**src/rtl/uart_string_streamer.sv**
```systemverilog
// uart_string_streamer
// Streams a null-terminated string, packed two characters per 16-bit ROM word
// (low byte first), from the program ROM into the UART transmitter. It runs the
// atx_busy/atx_load handshake for each character so the CPU does not have to.

module uart_string_streamer #(
    parameter int LOAD_MIN_CYCLES = 4,   // minimum cycles atx_load stays high per character
    parameter int MAX_CHARS       = 255  // characters per transfer before overrun
) (
    input  logic        i_clk,
    input  logic        i_reset,
    input  logic        i_start,
    input  logic [15:0] i_start_addr,
    input  logic        i_abort,
    output logic [15:0] o_rom_addr,
    input  logic [15:0] i_rom_data,
    input  logic        i_atx_busy,
    output logic [7:0]  o_atx_data,
    output logic        o_atx_load,
    output logic        o_busy,
    output logic        o_done,
    output logic        o_overrun,
    output logic [7:0]  o_char_count
);

    // Load counter is wide enough to hold LOAD_MIN_CYCLES-1 and saturates, so a
    // UART that never raises busy cannot make it wrap back below the threshold.
    localparam int                CNT_W     = $clog2(LOAD_MIN_CYCLES) + 1;
    localparam logic [CNT_W-1:0]  LOAD_THR  = CNT_W'(LOAD_MIN_CYCLES - 1);
    localparam logic [CNT_W-1:0]  CNT_MAX   = '1;
    localparam logic [7:0]        MAX_COUNT = 8'(MAX_CHARS);

    typedef enum logic [2:0] {
        ST_IDLE,
        ST_READ,
        ST_SEL,
        ST_WAIT_IDLE,
        ST_LOAD,
        ST_RELEASE,
        ST_FINISH
    } state_t;

    state_t           r_state;
    state_t           w_state_nxt;

    logic [15:0]      r_rom_addr,   w_rom_addr_nxt;
    logic [15:0]      r_word,       w_word_nxt;
    logic             r_half,       w_half_nxt;
    logic [7:0]       r_char_count, w_char_count_nxt;
    logic             r_overrun,    w_overrun_nxt;
    logic             r_busy,       w_busy_nxt;
    logic             r_done,       w_done_nxt;
    logic [7:0]       r_atx_data,   w_atx_data_nxt;
    logic             r_atx_load,   w_atx_load_nxt;
    logic [CNT_W-1:0] r_load_cnt,   w_load_cnt_nxt;

    // Character currently selected from the latched word.
    logic [7:0]       w_byte;
    assign w_byte = r_half ? r_word[15:8] : r_word[7:0];

    // State register; reset forces IDLE on the same edge from any state.
    always_ff @(posedge i_clk) begin
        // NOTE: sequential state is written with non-blocking assignments so every
        // register samples the pre-edge values of the others.
        if (i_reset) begin
            r_state <= ST_IDLE;
        end else begin
            r_state <= w_state_nxt;
        end
    end

    // Next-state and next-value logic for the whole sequencer.
    always_comb begin
        // NOTE: every variable gets a default before the case statement, so no path
        // leaves one unassigned and no latch is inferred.
        w_state_nxt      = r_state;
        w_rom_addr_nxt   = r_rom_addr;
        w_word_nxt       = r_word;
        w_half_nxt       = r_half;
        w_char_count_nxt = r_char_count;
        w_overrun_nxt    = r_overrun;
        w_busy_nxt       = r_busy;
        w_done_nxt       = 1'b0;
        w_atx_data_nxt   = r_atx_data;
        w_atx_load_nxt   = r_atx_load;
        w_load_cnt_nxt   = r_load_cnt;

        case (r_state)
            ST_IDLE: begin
                if (i_start) begin
                    w_rom_addr_nxt   = i_start_addr;
                    w_half_nxt       = 1'b0;
                    w_char_count_nxt = 8'd0;
                    w_overrun_nxt    = 1'b0;
                    w_busy_nxt       = 1'b1;
                    w_state_nxt      = ST_READ;
                end
            end

            // rom_addr has been stable for a full cycle, so the ROM output is valid.
            ST_READ: begin
                w_word_nxt  = i_rom_data;
                w_state_nxt = ST_SEL;
            end

            // Character boundary: terminator and abort take priority over overrun.
            ST_SEL: begin
                if (w_byte == 8'h00 || i_abort) begin
                    w_state_nxt = ST_FINISH;
                end else if (r_char_count == MAX_COUNT) begin
                    w_overrun_nxt = 1'b1;
                    w_state_nxt   = ST_FINISH;
                end else begin
                    w_atx_data_nxt = w_byte;
                    w_state_nxt    = ST_WAIT_IDLE;
                end
            end

            ST_WAIT_IDLE: begin
                if (!i_atx_busy) begin
                    w_atx_load_nxt = 1'b1;
                    w_load_cnt_nxt = '0;
                    w_state_nxt    = ST_LOAD;
                end
            end

            // Hold the strobe for the minimum width and until the UART shows it has
            // taken the byte. abort is deliberately not looked at here.
            ST_LOAD: begin
                if (r_load_cnt != CNT_MAX) begin
                    w_load_cnt_nxt = r_load_cnt + 1'b1;
                end
                if (r_load_cnt >= LOAD_THR && i_atx_busy) begin
                    w_atx_load_nxt = 1'b0;
                    w_state_nxt    = ST_RELEASE;
                end
            end

            // Low half done: reuse the latched word. High half done: fetch the next.
            ST_RELEASE: begin
                w_char_count_nxt = r_char_count + 8'd1;
                if (!r_half) begin
                    w_half_nxt  = 1'b1;
                    w_state_nxt = ST_SEL;
                end else begin
                    w_half_nxt     = 1'b0;
                    w_rom_addr_nxt = r_rom_addr + 16'd1;
                    w_state_nxt    = ST_READ;
                end
            end

            ST_FINISH: begin
                w_done_nxt  = 1'b1;
                w_busy_nxt  = 1'b0;
                w_state_nxt = ST_IDLE;
            end

            default: begin
                w_state_nxt = ST_IDLE;
            end
        endcase
    end

    // Datapath and output registers; all return to their idle values on reset.
    always_ff @(posedge i_clk) begin
        if (i_reset) begin
            r_rom_addr   <= 16'd0;
            r_word       <= 16'd0;
            r_half       <= 1'b0;
            r_char_count <= 8'd0;
            r_overrun    <= 1'b0;
            r_busy       <= 1'b0;
            r_done       <= 1'b0;
            r_atx_data   <= 8'd0;
            r_atx_load   <= 1'b0;
            r_load_cnt   <= '0;
        end else begin
            r_rom_addr   <= w_rom_addr_nxt;
            r_word       <= w_word_nxt;
            r_half       <= w_half_nxt;
            r_char_count <= w_char_count_nxt;
            r_overrun    <= w_overrun_nxt;
            r_busy       <= w_busy_nxt;
            r_done       <= w_done_nxt;
            r_atx_data   <= w_atx_data_nxt;
            r_atx_load   <= w_atx_load_nxt;
            r_load_cnt   <= w_load_cnt_nxt;
        end
    end

    assign o_rom_addr   = r_rom_addr;
    assign o_atx_data   = r_atx_data;
    assign o_atx_load   = r_atx_load;
    assign o_busy       = r_busy;
    assign o_done       = r_done;
    assign o_overrun    = r_overrun;
    assign o_char_count = r_char_count;

endmodule
```
**config.mk**
```make
export PLATFORM = sky130hd
export DESIGN_NAME = uart_string_streamer
export DESIGN_NICKNAME = d
export VERILOG_FILES = /design/src/rtl/uart_string_streamer.sv
export SDC_FILE = /design/constraint.sdc
export NUM_CORES = 1
export LEC_CHECK = 0
export ABC_CLOCK_PERIOD_IN_PS = 2500
export CAP_MARGIN = 20
export CORE_ASPECT_RATIO = 0.8
export CORE_MARGIN = 3
export CORE_UTILIZATION = 49
export CTS_CLUSTER_SIZE = 8
export DETAILED_ROUTE_END_ITERATION = 16
export HOLD_SLACK_MARGIN = 0.08
export PLACE_DENSITY = 0.83
export RECOVER_POWER = 50
export REMOVE_ABC_BUFFERS = 1
export SETUP_SLACK_MARGIN = 0.02
export SLEW_MARGIN = 15
export SYNTH_ARGS = -nofsm -noshare
export SYNTH_HDL_FRONTEND = slang
export SYNTH_SLANG_ARGS = --single-unit
```
**constraint.sdc**
```tcl
create_clock -name i_clk -period 2.5 [get_ports i_clk]
set_clock_uncertainty 0.2 [all_clocks]
set_input_delay 0.5 -clock i_clk [delete_from_list [all_inputs] [get_ports i_clk]]
set_output_delay 0.5 -clock i_clk [all_outputs]
set_load 0.005 [all_outputs]
```
-- Yosys cells after proc, flatten, opt, wreduce, memory -nomap -nowiden
Cells that the tools add are included.
- add/subtract/negate cells: 3
- multiply operators: 0
- div/mod/pow operators: 0
- order comparisons: 1
- equality and inequality tests: 15
- shift-type cells: 0
- mux-type cells: 28
- bitwise operators: 2
- reduce and logical (&&, ||, !) cells: 16
- operators with widths (kind ; count):
    16-bit 2-to-1 mux ; 2
    16-bit one-hot mux with 2 select lines ; 1
    3-bit 2-to-1 mux ; 7
    3-bit one-hot mux with 6 select lines ; 1
    16-bit by 1-bit adder with 16-bit output (second input constant) ; 1
    8-bit 2-to-1 mux ; 2
    8-bit one-hot mux with 2 select lines ; 1
    3-bit AND reduction ; 5
    2-bit != test (second input constant) ; 7
    3-bit == test (second input constant) ; 3
    8-bit by 1-bit adder with 8-bit output (second input constant) ; 1
    8-bit == test (second input constant) ; 1
    8-bit logical NOT ; 1
    1-bit 2-to-1 mux ; 8
    1-bit one-hot mux with 2 select lines ; 4
    2-bit nonzero test ; 4
    3-bit by 2-bit == test with 1-bit output (second input constant) ; 2
    3-bit one-hot mux with 2 select lines ; 1
    2-bit AND reduction ; 2
    4-bit AND reduction ; 1
    3-bit by 1-bit adder with 3-bit output (second input constant) ; 1
    3-bit by 1-bit == test with 1-bit output (second input constant) ; 1
    3-bit by 2-bit >= comparator with 1-bit output (second input constant) ; 1
    3-bit logical NOT ; 1
    other kinds (5) ; 6
- register bits after elaboration: 59
- latch bits: 0
- bits in writable memories: 0
- bits in read-only memories: 0
- input bits: 37
- memories kept: 0

-- Logic depth before layout (Yosys ltp)
- word-level depth: 5
- gate-level depth with buffers: 8
- mapped depth without buffers: 6

-- Worst setup path before layout
No wires, ideal clock.
- path type: input-to-reg
- start point: input i_start
- end point: register r_rom_addr[13], in the netlist o_rom_addr[13]
- arrival: 1.691 ns
- slack: 0.535 ns
- stages: 4
- buffers on the path: 0
- cells stage by stage: or3b_1 > a21o_1 > or4_1 > a31oi_1
- longest elaborated chain between the ends: 2
- RTL lines (what ; line ; text):
    start: declaration ; 12 ; input logic i_start,
    2-bit != test (no source line) ; - ;
    3-bit AND reduction (no source line) ; - ;
    end signal: assignment ; 178 ; r_rom_addr <= w_rom_addr_nxt;
    end: declaration ; 46 ; logic [15:0] r_rom_addr, w_rom_addr_nxt;
No other way between the ends.
A chain may end at the register's enable or synchronous reset.

-- Worst setup path in the final report
Same ends and word-level chain as after synthesis.

==> run_results.csv <==
group,metric,value,unit
outcome,status,"complete, no violations",
routing,drt-pass1-iter-count,4,
timing,slew_viol_final,0,
synthesis,synth_seq_cells,59,
routing,drc_errors,0,
worst_setup_path,rr_endpoint,"o_atx_data[2]",
grt,grt_antenna_before_repair,0,
synthesis,yosys-top-cells-count,"dfxtp_1, nand2_1, a21oi_1",
routing,ant_nets,0,
placed_design,place_congestion,0.868,
grt,grt_pass1_vias,2641,
finish,drive_above_1_share,7.94,%
worst_setup_path,crit_end,"o_rom_addr[13]",
timing,layout_min_cycle_time,2.20,ns
synthesis,synth_area,0.00292,mm^2
clock_tree,hold_buffers,0,
routing,via_count,2931,
synthesis,synth_top_area_cell,"dfxtp_1",
synthesis,synthTopCellsByArea,"dfxtp_1, a21oi_1, nand2_1",
clock_tree,cts.sinks,59,
floorplan,die_width,92.2,um
clock_tree,clk_pin_slew,0.06,ns
grt,grt_max_degree,39,
synthesis,ys_types,54,
floorplan,die-area,0.00692,mm^2
hold_path,hold_class,"reg2reg",
timing,hold_viol_final,0,
timing,relSlewSlack,63.5,%
routing,wl,7430,um
worst_setup_path,cp_max_fo,3,
clock_tree,clk_path_buf_depth,2,
floorplan,fp-row-count,24,
timing,finalSetupViolations,0,
power,power.density,825,mW/mm^2
power,p_leak,1.48,nW
synthesis,async_flop_share,0,%
grt,grt_overflow,0,
clock_tree,cts_buffers,9,
timing,rsz0062_at_grt,"false",
synthesis,synthFlopType,"dfxtp_1",
finish,area_growth,35.0,%
placed_design,io_buffers,72,
job,maxCapViolCount,0,
clock_tree,cts_tree,"done",
floorplan,dieHeight,75.0,um
worst_setup_path,arrival,2.27,ns
synthesis,syn_inst,364,
worst_setup_path,r2r_cells,5,
placed_design,dp_hpwl,5190,um
synthesis,synth_edf_count,0,
worst_setup_path,worstPathRequired,2.56,ns
finish,antenna_cells,0,
clock_tree,root_buffer,"clkbuf_8",
floorplan,coreArea,0.00559,mm^2
clock_tree,insertion_delay,0.34,ns
synthesis,ys_seq_area_share,40.5,%
worst_setup_path,rrSetupSlack,0.41,ns
finish,final_nets,478,
routing,drtIter0Drc,244,
worst_setup_path,setup.worst_path.start,"i_start",
synthesis,yosys_warnings,0,
worst_setup_path,end_kind,"flop",
timing,tightest_slew,0.546,ns
timing,fin_crit_sh,88.2,%
synthesis,avgSynthCellArea,8.01,um^2
worst_setup_path,reg2reg_from,"r_word[11]",
timing,finalSetupTns,0,ns
routing,post_drt_wl_per_cell,14.3,um
clock_tree,post_cts_buffers,0,
floorplan,io_pins,73,
floorplan,start_util,52.2,%
clock_tree,htree_levels,3,
grt,grt_use_total,22.0,%
power,ir_drop,556,uV
clock_tree,post_cts_resized,0,
synthesis,synth_most_common_cell,"dfxtp_1",
worst_setup_path,path_class,"in2reg",
synthesis,yosysTopAreaCellShare,40.5,%
timing,hold-worst-slack,0.265,ns
routing,vias_per_cell,5.65,
worst_setup_path,start_kind,"input port",
timing,fmax,454,MHz
grt,grt_pass1_wl,12000,um
finish,finish.utilization,70.5,%
## state kept, by name, summed over array words and instances, names as in the netlist
register,cells
r_half,1
r_word,16
o_overrun,1
o_char_count,8
o_atx_data,8
o_done,1
r_state,3
r_load_cnt,3
o_busy,1
o_atx_load,1
o_rom_addr,16
## power by group
group | total, mW | internal [mW] | switching, mW
logic | 1.13 | 0.540 | 0.590
clock network | 0.819 | 0.467 | 0.352
registers | 1.30 | 1.11 | 0.190
total | 3.25 | 2.12 | 1.13
## how the worst min path moves through the flow
stage               startpoint    endpoint  depth (start not counted)
finish              r_word[11]  r_word[11]                          2
detailed placement  r_word[11]  r_word[11]                          2
floorplan           r_word[10]  r_word[10]                          2
CTS                 r_word[11]  r_word[11]                          2
global route        r_word[13]  r_word[13]                          2
global placement     r_word[8]   r_word[8]                          2
## layout by cell type (no fill, tap or decap), types with 12 or more instances in the layout
cell,n
dfxtp_1,59
nand2_1,53
a21oi_1,48
clkdlybuf4s50_1,46
nor2_1,29
dlygate4sd3_1,25
o21ai_0,19
nand3_1,13
clkbuf_8,13
buf_4,12
## worst max-delay path: stages
cell	delay, ns
dlygate4sd3_1	0.55
or3b_1	0.39
a21o_1	0.20
or4_1	0.46
a31oi_1	0.17
## cell families after synthesis
family | Yosys count | share of synthesized area (%)
muxes | 8 | 2.75
buffers and inverters | 32 | 4.64
adders and majority gates | 5 | 2.15
and+or+nand+nor | 141 | 24.0
AOI/OAI and AO/OA | 119 | 26.0
DFF | 59 | 40.5
## cell type report
cell class,count,area [um^2]
well taps,78,97.6
flip-flops and latches,59,1180
fillers,467,1650
repair buffers,87,850
multi-input cells,273,1590
clock inverters,1,5.00
inverters,6,22.5
clock buffers,15,186
## routing by layer
metal  wire length, um  vias to the layer above  global-route usage (%)
met5                 0                        -                       0
met4               116                        0                    9.88
met3               370                       10                    6.79
met2              3470                       84                    34.6
met1              3470                     1358                    28.2
li1                  -                     1479                       -
## metrics by stage
step                power (mW)  cells  setup WS, ns  instance area [um^2]
floorplan                 1.91    338        0.0800                  2800
global placement          2.43    503        0.0749                  3750
detailed placement        2.47    503        0.0301                  3750
CTS                       3.30    519         0.386                  3950
global route              3.45    519         0.208                  3940
finish                    3.25    519         0.295                  3940
Power figures use the tool's default switching activity.
